<file path="src/rtl/countdown_counter_pkg.sv">
// Shared command codes, state encoding and add increments for the countdown counter.
// Optional build macro used by the top level: COUNTDOWN_AUTOCLEAR_EN.
package timer_pkg;

  localparam logic [3:0] CMD_HOLD    = 4'h0;
  localparam logic [3:0] CMD_CLEAR   = 4'h1;
  localparam logic [3:0] CMD_ADD_TEN = 4'h2;
  localparam logic [3:0] CMD_ADD_MIN = 4'h3;
  localparam logic [3:0] CMD_START   = 4'h4;
  localparam logic [3:0] CMD_PAUSE   = 4'h5;

  localparam int INC_TEN = 10;
  localparam int INC_MIN = 60;

  typedef enum logic [1:0] {
    ST_IDLE   = 2'd0,
    ST_RUN    = 2'd1,
    ST_PAUSED = 2'd2,
    ST_DONE   = 2'd3
  } state_t;

endpackage

</file>
<file path="src/rtl/countdown_counter_if.sv">
// Controller-to-counter bus: command code/qualifier in, remaining time and status out.
interface countdown_counter_if #(
  parameter int WIDTH = 12
);

  logic [3:0]       CounterInput;
  logic             CounterEnable;
  logic [WIDTH-1:0] PresentTime;
  logic             Running;
  logic             Done;

  modport master (
    output CounterInput,
    output CounterEnable,
    input  PresentTime,
    input  Running,
    input  Done
  );

  modport slave (
    input  CounterInput,
    input  CounterEnable,
    output PresentTime,
    output Running,
    output Done
  );

endinterface

</file>
<file path="src/rtl/countdown_counter_tick_prescaler.sv">
// Free-running divider producing a one-cycle Tick every TICK_DIV enabled cycles.
// Count holds its value while Enable is low; Clear forces it back to zero.
module tick_prescaler #(
  parameter  int TICK_DIV = 10,
  localparam int CW       = $clog2(TICK_DIV)
) (
  input  logic          Clock,
  input  logic          Reset,
  input  logic          Clear,
  input  logic          Enable,
  output logic          Tick,
  output logic [CW-1:0] Count
);

  localparam logic [CW-1:0] LAST = CW'(TICK_DIV - 1);

  logic [CW-1:0] count_q;
  logic [CW-1:0] count_d;

  // Next count: clear wins, otherwise advance and wrap while enabled.
  always_comb begin
    count_d = count_q;
    if (Clear) begin
      count_d = '0;
    end else if (Enable) begin
      if (count_q == LAST) begin
        count_d = '0;
      end else begin
        count_d = count_q + CW'(1);
      end
    end else begin
      count_d = count_q;
    end
  end

  // Count register.
  always_ff @(posedge Clock or posedge Reset) begin
    if (Reset) begin
      count_q <= '0;
    end else begin
      count_q <= count_d;
    end
  end

  assign Tick  = Enable & (count_q == LAST);
  assign Count = count_q;

endmodule

</file>
<file path="src/rtl/countdown_counter.sv">
// Countdown timer: saturating add commands build the time, a prescaled tick counts it down.
// Build macro COUNTDOWN_AUTOCLEAR_EN makes DONE fall back to IDLE after DONE_HOLD ticks.
module countdown_counter
  import timer_pkg::*;
#(
  parameter int WIDTH     = 12,
  parameter int TICK_DIV  = 10,
  parameter int MAX_TIME  = 4095,
  parameter int DONE_HOLD = 5
) (
  input  logic                Clock,
  input  logic                Reset,
  countdown_counter_if.slave  bus
);

  localparam int            CW     = $clog2(TICK_DIV);
  localparam logic [WIDTH:0] CEIL_W = (WIDTH + 1)'(MAX_TIME);
  localparam logic [WIDTH:0] TEN_W  = (WIDTH + 1)'(INC_TEN);
  localparam logic [WIDTH:0] MIN_W  = (WIDTH + 1)'(INC_MIN);

  state_t           state_q;
  state_t           state_d;
  logic [WIDTH-1:0] time_q;
  logic [WIDTH-1:0] time_d;
  logic             running_q;
  logic             done_q;

  logic [3:0]       cmd_s;
  logic             is_add_s;
  logic [WIDTH-1:0] add_res_s;
  logic             presc_clear_s;
  logic             presc_en_s;
  logic             tick_s;
  logic [CW-1:0]    presc_count_unused_s;

`ifdef COUNTDOWN_AUTOCLEAR_EN
  localparam int HW = $clog2(DONE_HOLD + 1);
  logic [HW-1:0] hold_q;
  logic [HW-1:0] hold_d;
`endif

  // The sum is one bit wider than the time so an overflow can never wrap.
  function automatic logic [WIDTH-1:0] sat_add(input logic [WIDTH-1:0] base,
                                               input logic [WIDTH:0]   inc);
    logic [WIDTH:0] sum;
    sum = {1'b0, base} + inc;
    if (sum > CEIL_W) begin
      return CEIL_W[WIDTH-1:0];
    end else begin
      return sum[WIDTH-1:0];
    end
  endfunction

  tick_prescaler #(
    .TICK_DIV (TICK_DIV)
  ) u_prescaler (
    .Clock  (Clock),
    .Reset  (Reset),
    .Clear  (presc_clear_s),
    .Enable (presc_en_s),
    .Tick   (tick_s),
    .Count  (presc_count_unused_s)
  );

  // Command decode: a masked bus reads as HOLD, so counting never stalls.
  always_comb begin
    cmd_s     = bus.CounterEnable ? bus.CounterInput : CMD_HOLD;
    is_add_s  = (cmd_s == CMD_ADD_TEN) || (cmd_s == CMD_ADD_MIN);
    add_res_s = sat_add(time_q, (cmd_s == CMD_ADD_MIN) ? MIN_W : TEN_W);
  end

  // Next-state, next-time and prescaler control.
  always_comb begin
    state_d       = state_q;
    time_d        = time_q;
    presc_clear_s = 1'b0;
    presc_en_s    = 1'b0;
`ifdef COUNTDOWN_AUTOCLEAR_EN
    hold_d        = '0;
`endif
    if (cmd_s == CMD_CLEAR) begin
      state_d       = ST_IDLE;
      time_d        = '0;
      presc_clear_s = 1'b1;
    end else begin
      case (state_q)
        ST_IDLE: begin
          if (is_add_s) begin
            time_d = add_res_s;
          end else if ((cmd_s == CMD_START) && (time_q != '0)) begin
            state_d       = ST_RUN;
            presc_clear_s = 1'b1;
          end else begin
            state_d = ST_IDLE;
          end
        end
        ST_RUN: begin
          // The tick lands before a same-edge PAUSE; reaching zero overrides the pause.
          presc_en_s = 1'b1;
          if (tick_s) begin
            time_d = time_q - WIDTH'(1);
          end else begin
            time_d = time_q;
          end
          if (tick_s && (time_q == WIDTH'(1))) begin
            state_d = ST_DONE;
          end else if (cmd_s == CMD_PAUSE) begin
            state_d = ST_PAUSED;
          end else begin
            state_d = ST_RUN;
          end
        end
        ST_PAUSED: begin
          if (is_add_s) begin
            time_d = add_res_s;
          end else if ((cmd_s == CMD_START) && (time_q != '0)) begin
            state_d = ST_RUN;
          end else begin
            state_d = ST_PAUSED;
          end
        end
        ST_DONE: begin
          if (is_add_s) begin
            time_d        = add_res_s;
            state_d       = ST_IDLE;
            presc_clear_s = 1'b1;
          end else begin
`ifdef COUNTDOWN_AUTOCLEAR_EN
            presc_en_s = 1'b1;
            if (tick_s) begin
              if (hold_q == HW'(DONE_HOLD - 1)) begin
                state_d = ST_IDLE;
                hold_d  = '0;
              end else begin
                hold_d = hold_q + HW'(1);
              end
            end else begin
              hold_d = hold_q;
            end
`else
            state_d = ST_DONE;
`endif
          end
        end
        default: begin
          state_d       = ST_IDLE;
          time_d        = '0;
          presc_clear_s = 1'b1;
        end
      endcase
    end
  end

  // State, time and status registers; status is decoded from the next state.
  always_ff @(posedge Clock or posedge Reset) begin
    if (Reset) begin
      state_q   <= ST_IDLE;
      time_q    <= '0;
      running_q <= 1'b0;
      done_q    <= 1'b0;
    end else begin
      state_q   <= state_d;
      time_q    <= time_d;
      running_q <= (state_d == ST_RUN);
      done_q    <= (state_d == ST_DONE);
    end
  end

`ifdef COUNTDOWN_AUTOCLEAR_EN
  // Ticks spent in DONE so far.
  always_ff @(posedge Clock or posedge Reset) begin
    if (Reset) begin
      hold_q <= '0;
    end else begin
      hold_q <= hold_d;
    end
  end
`endif

  assign bus.PresentTime = time_q;
  assign bus.Running     = running_q;
  assign bus.Done        = done_q;

endmodule

</file>
<file path="src/flat_wrapper.sv">
// flat-port wrapper written by rule: the top's interface ports become plain ports
module countdown_counter_flat import timer_pkg::*;
#(
  parameter int WIDTH     = 12,
  parameter int TICK_DIV  = 10,
  parameter int MAX_TIME  = 4095,
  parameter int DONE_HOLD = 5
)
  (Clock, Reset, bus_CounterInput, bus_CounterEnable, bus_PresentTime, bus_Running, bus_Done);
  countdown_counter_if #(.WIDTH(WIDTH)) bus_i ();
  input  logic Clock;
  input  logic Reset;
  input wire logic [$bits(bus_i.CounterInput)-1:0] bus_CounterInput;
  input wire logic [$bits(bus_i.CounterEnable)-1:0] bus_CounterEnable;
  output wire logic [$bits(bus_i.PresentTime)-1:0] bus_PresentTime;
  output wire logic [$bits(bus_i.Running)-1:0] bus_Running;
  output wire logic [$bits(bus_i.Done)-1:0] bus_Done;
  assign bus_i.CounterInput = bus_CounterInput;
  assign bus_i.CounterEnable = bus_CounterEnable;
  assign bus_PresentTime = bus_i.PresentTime;
  assign bus_Running = bus_i.Running;
  assign bus_Done = bus_i.Done;
  countdown_counter #(.WIDTH(WIDTH), .TICK_DIV(TICK_DIV), .MAX_TIME(MAX_TIME), .DONE_HOLD(DONE_HOLD)) u_core (.Clock(Clock), .Reset(Reset), .bus(bus_i));
endmodule
</file>
<file path="config.mk">
export PLATFORM = sky130hd
export DESIGN_NAME = countdown_counter_flat
export DESIGN_NICKNAME = d
export VERILOG_FILES = /design/src/rtl/countdown_counter_pkg.sv /design/src/rtl/countdown_counter_if.sv /design/src/rtl/countdown_counter_tick_prescaler.sv /design/src/rtl/countdown_counter.sv /design/src/flat_wrapper.sv
export SDC_FILE = /design/constraint.sdc
export NUM_CORES = 1
export LEC_CHECK = 0
export ABC_CLOCK_PERIOD_IN_PS = 6600
export CAP_MARGIN = 20
export CORE_AREA = 2 2 78 62
export DETAILED_ROUTE_END_ITERATION = 8
export DIE_AREA = 0 0 80 64
export GPL_TIMING_DRIVEN = 0
export PLACE_DENSITY_LB_ADDON = 0.15
export SYNTH_ARGS = -nofsm -noshare
export SYNTH_HDL_FRONTEND = slang
export SYNTH_HIERARCHICAL = 1
export SYNTH_SLANG_ARGS = --single-unit
</file>
<file path="constraint.sdc">
create_clock -name Clock -period 6.6 [get_ports Clock]
set_input_delay 1.32 -clock Clock [delete_from_list [all_inputs] [get_ports Clock]]
set_output_delay 1.32 -clock Clock [all_outputs]
set_load 0.02 [all_outputs]
</file>
==> metrics.cfg, run 1 <==
[clock_network]
cts_resized = 0
insertion_delay_ns = 0.26
cts.reportedPaths.clkPinSlew_ns = 0.08
cts_buffers = 3
postCtsSetupBuffers = 0
clk_path_buf_depth = 2
cts_hold_buf = 0
htreeDepth = 1
cts.sinks = 20
cts_tree = built
root_buffer = clkbuf_8

[detailed_routing]
wl_per_cell_um = 15.0
drc = 0
drt-initial-drc-count = 75
postRouteAntennaNets = 0
routed_via_density = 5.79
wl_um = 4210
drt_pre_antenna_iters = 4
vias = 1620

[die]
start_util_pct = 38.9
die_y_um = 64
row_count = 21
die_area_um2 = 5120
fp.dieW_um = 80
core_area_um2 = 4310
ios = 21

[yosys]
synth_top_family_by_area = compound AO/OA/AOI/OAI gates
yosys-top-cells-count = 20 x dfrtp_1, 18 x a21oi_1, 16 x nand2_1
synth_top_cell_by_area = dfrtp_1
synth_edf_count = 0
synth-xor-area-share_pct = 2.09
synth.avg_cell_area_um2 = 8.42
ys.flop_type = dfrtp_1
async_reset_ff_share_pct = 100
synth_fa_ha_area_share_pct = 10.9
yosys.cell_count.top_type = dfrtp_1
yosysUniqueCellTypes = 54
synth_compound_area_share_pct = 25.8
synth-seq-area-share_pct = 29.9
syn-cell-area_um2 = 1680
postSynthCellCount = 199
synth_area_leaders = dfrtp_1 30%, ha_1 9.7%, a21oi_1 5.4%, o21ai_0 3.9%, nand2_1 3.6%
synth_top_area_share_pct = 29.9
synthesis.nets = 220
yosys.area_share.simple_pct = 25.3
synth_mux_area_share_pct = 0.597
ys_warn_count = 6
synth_seq_cells = 20

[cells_and_area]
nets = 245
area_growth_pct = 19.5
regArea_um2 = 500
fin_util_pct = 46.5
fillers = 445
multi_input_area_um2 = 1080
antenna_cells = 0
final_layout_size_suffix_gt1_share_pct = 7.17

[setup_path]
reg2reg_depth = 13
critPathKind = in -> reg
cp_cell_sequence = clkdlybuf4s50_1 > nand3b_1 > nor3_1 > clkbuf_1 > nor2_1 > inv_1 > nor2_1 > nand2_1 > o21ai_0 > clkbuf_1 > o21ai_0 > a21oi_1 > o31a_1
crit_family = buffers and inverters
regToRegEndpoint = u_core/bus.PresentTime[7]
worstSetupStartpointType = primary input
timing.critical_path.to = u_core/bus.PresentTime[7]
critPathMaxFanout = 10
cp_data_arrival_time_ns = 4.66
crit_required_ns = 6.80
cp.depth = 13
slowest_delay_ns = 0.52
reg2reg_from = u_core/state_q[1]
end_kind = flip-flop
critPathLaunch = bus_CounterInput[3]
crit_buf_inv = 4
cp_slowest_cell = clkdlybuf4s50_1
ff2ff_setup_slack_ns = 3.05

[global_routing]
grt_pass1_wl_um = 6990
grt_use_total_pct = 17.1
grt_pass1_vias = 1471
grt_overflow = 0
grt_max_degree = 17
grt_antenna_before_repair = 0

[sta]
fmax_ghz = 0.224
finalCritPeriodShare_pct = 67.6
period_needed_ns = 4.46
drv_slew = 0
tns_ns = 0
hold_violations = 0
rsz0062_at_grt = false
slew_headroom_pct = 34.3
fin_skew_ns = 0.00520
tightest_slew_ns = 0.977
setup_viol = 0

[power_and_ir_drop]
ir_drop_mv = 0.128
power_density_nw_per_um2 = 273
p_leak_nw = 0.788
power_mw = 0.546

[placed_design]
gp_congestion = 0.852
dp_hpwl_um = 3130
io_buffers = 20

[run]
drv_cap = 0

[min_path]
hold_path.class = reg -> reg

[run_status]
status = completed

[cell type report]
class | instances | share of cell area [%]
plain buffers | 9 | 2.25
clock buffers | 4 | 2.75
inverters | 12 | 2.25
multi-input cells | 158 | 54.2
well taps | 57 | 3.56
flip-flops and latches | 20 | 25.0
repair buffers | 20 | 10.0
[flip-flops by register name, summed over array words and instances (netlist names)]
name,count
u_core/bus.PresentTime,12
u_core/state_q,2
u_core/bus.Running,1
u_core/bus.Done,1
u_core/u_prescaler/Count,4
[routing by layer]
metal	GRT usage (%)	part of all wire (%)	vias to the layer above
met4	4.24	0.33	0
met2	24.8	42	48
met1	25.5	53	770
li1	-	-	800
met3	4.24	5.2	2
met5	0	0	-
[worst reg2reg max path: cells and delay by family (launching register included)]
kind,cells,cell delay (ns)
buffers and inverters,5,1.26
AOI/OAI and AO/OA,4,0.86
and+or+nand+nor,3,0.82
DFF,1,0.40
adders and majority gates,1,0.17
[cell usage in the layout (no fill, tap or decap), drive strengths merged, types with 2 or more instances in the layout]
master         Yosys  final
or4                3      3
nor3               9      9
and4b              3      3
o211ai             3      3
o221ai             2      2
nor2              13     13
a211o              2      2
nor4               4      4
nand3b             4      4
ha                13     13
nand2b             3      3
nor3b              2      2
buf                4      4
o31a               2      2
clkdlybuf4s50      0     20
nor4b              2      2
nand3              4      4
xor2               3      3
a211oi             4      4
o31ai              5      5
o21a               2      2
inv               12     12
o21ai             13     13
dfrtp             20     20
nand2             17     17
a41o               2      2
clkbuf             5      9
a31oi              2      2
a21oi             19     19
[worst min-delay path by stage]
stage                                     start                           to  slack [ns]  cells after the start
finish              u_core/u_prescaler/Count[2]  u_core/u_prescaler/Count[2]        0.58                      2
global route        u_core/u_prescaler/Count[1]  u_core/u_prescaler/Count[1]        0.63                      2
CTS                 u_core/u_prescaler/Count[2]  u_core/u_prescaler/Count[2]        0.59                      2
detailed placement  u_core/u_prescaler/Count[2]  u_core/u_prescaler/Count[2]        0.58                      2
global placement    u_core/u_prescaler/Count[2]  u_core/u_prescaler/Count[2]        0.57                      2
floorplan           u_core/u_prescaler/Count[3]  u_core/u_prescaler/Count[3]        0.54                      2
[kinds of logic (layout without fill, tap and decap cells)]
group,Yosys count,after routing
simple gates,74,74
compound gates,65,65
buf+inv,21,45
flops,20,20
fa+ha+maj,14,14
xor+xnor,4,4
mux,1,1
[metrics by stage]
stage	worst slack, ns	area (um^2)	hold slack (ns)	instances
2_1_floorplan	3.00	1680	0.541	199
3_3_place_gp	1.94	1950	0.574	276
3_5_place_dp	1.95	1950	0.578	276
4_1_cts	2.21	2000	0.586	280
5_1_grt	1.78	2000	0.631	280
6_report	2.14	2000	0.582	280
[power breakdown]
group	switching (mW)	internal, mW	total [mW]
combinational	0.143	0.117	0.260
clock	0.0410	0.0531	0.0942
sequential	0.0433	0.149	0.192
total	0.227	0.319	0.546
(Power assumes the default switching activity.)
==> run 2, diff against run 1 <==
- ABC_CLOCK_PERIOD_IN_PS: 6600 -> 3800
- clock period: 6.6 -> 3.8 ns (I/O delays scaled with it)
==> metrics.cfg, run 2 (same netlist as run 1, synthesis figures left out) <==
[run_status]
status = completed

[cells_and_area]
fin_area_um2 = 2020
final_cell_mix = 20 x clkdlybuf4s50_1, 20 x dfrtp_1, 18 x a21oi_1
antenna_cells = 0
fillers = 442
area_growth_pct = 20.3
regArea_um2 = 500
nets = 245
largest_reg_flops = 12
final-instance-count-excl-fill = 280
final_layout_size_suffix_gt1_share_pct = 8.52
multi_input_area_um2 = 1100

[sta]
setup_ws_ns = 0.235
rsz0062_at_grt = false
tns_ns = 0
drv_slew = 0
whs_ns = 0.581
slew_headroom_pct = 33.6
period_needed_ns = 3.57
tightest_slew_ns = 0.986
fin_skew_ns = 0.00586
finalCritPeriodShare_pct = 93.8
hold_violations = 0
fmax_ghz = 0.280
setup_viol = 0

[global_routing]
grt_max_degree = 17
grt_pass1_vias = 1471
grt_pass1_wl_um = 6990
grt_use_total_pct = 17.1
grt_antenna_before_repair = 0
grt_overflow = 0

[die]
ios = 21
die_y_um = 64
start_util_pct = 38.9
die_area_um2 = 5120
row_count = 21
fp.dieW_um = 80
core_area_um2 = 4310

[min_path]
hold_start = u_core/u_prescaler/Count[2]
hold_path.class = reg -> reg
hold_depth = 2

[setup_path]
ff2ff_setup_slack_ns = 0.62
cp_cell_sequence = clkdlybuf4s50_1 > nand3b_1 > or3b_2 > inv_1 > ha_1 > a211oi_1 > o21a_1 > o31a_1 > a41oi_1 > o221a_1
cp.depth = 10
critPathKind = in -> reg
crit_buf_inv = 2
slowest_delay_ns = 0.49
critPathMaxFanout = 6
critPathLaunch = bus_CounterInput[3]
reg2reg_depth = 13
cp_data_arrival_time_ns = 3.71
reg2reg_from = u_core/state_q[1]
cp_slowest_cell = or3b_2
worstSetupStartpointType = primary input
end_kind = flip-flop
crit_required_ns = 3.95
crit_family = compound AO/OA/AOI/OAI gates

[detailed_routing]
postRouteAntennaNets = 0
met3_length_um = 241
vias = 1628
wl_um = 4210
met2_length_um = 1760
drt_pre_antenna_iters = 4
drc = 0
drt-initial-drc-count = 69
routed_via_density = 5.81
dr.max_layer_used = met4
wl_met1_um = 2180
wl_per_cell_um = 15.0

[clock_network]
cts.reportedPaths.clkPinSlew_ns = 0.08
clk_path_buf_depth = 2
htreeDepth = 1
cts.sinks = 20
cts_tree = built
root_buffer = clkbuf_8
insertion_delay_ns = 0.26
cts_buffers = 3

[power_and_ir_drop]
ir_drop_mv = 0.220
p_leak_nw = 0.795
power_density_nw_per_um2 = 471

[placed_design]
gp_congestion = 0.852
dpl.cell_count = 276
dpl_cell_area_um2 = 1950
pre_cts_ws_ns = -0.294
dp_hpwl_um = 3130
io_buffers = 20

[run]
drv_cap = 0

## run 2: changes by cell type in the layout (fill, tap and decap cells not counted), sizes merged
| cell | change |
|---|---|
| clkbuf | -1 |
| buf | +1 |
## run 2: tightest hold or removal path: stages (launching register included)
cell and delay, ns:
dfrtp_1 0.41, nand2_1 0.09, a21oi_2 0.05
## run 2: path summary, 6_finish.rpt
path	endpoint
setup / recovery	u_core/bus.PresentTime[9]
hold / removal	u_core/u_prescaler/Count[2]
setup reg to reg	u_core/bus.PresentTime[7]
hold reg to reg	u_core/u_prescaler/Count[2]
max in group asynchronous	u_core/state_q[0]
min in group asynchronous	u_core/u_prescaler/Count[3]
## run 2: routing by layer
| layer | up-vias | GRT usage, % |
|---|---|---|
| li1 | 804 | - |
| met1 | 776 | 25.5 |
| met2 | 44 | 24.8 |
| met3 | 4 | 4.24 |
| met4 | 0 | 4.24 |
| met5 | - | 0 |
## run 2: power breakdown
group	internal [mW]	total [mW]	switching, mW
sequential	0.258	0.333	0.0748
combinational	0.204	0.453	0.249
clock	0.0922	0.163	0.0707
total	0.555	0.949	0.394
## run 2: layout make-up
type                    count  share of cell area [%]
clock buffers               4                    2.73
inverters                  12                    2.23
plain buffers               9                    2.30
flip-flops and latches     20                    24.8
multi-input cells         158                    54.4
well taps                  57                    3.54
repair buffers             20                    9.93
## run 2: per-stage QoR
step           util, %  power, mW
2_1_floorplan        -      0.628
3_3_place_gp      45.2      0.784
3_5_place_dp      45.2      0.782
4_1_cts           46.5      0.954
5_1_grt           46.8       1.03
6_report          46.8      0.949
## run 2: timing repair
action | 4_1_cts | 5_1_grt
setup buffers | 0 | 0
hold buffers | 0 | 0
gates resized for setup | 1 | 5
gates cloned | 0 | 0
setup endpoints to repair | 1 | 7
endpoints found under the hold margin | 0 | 0
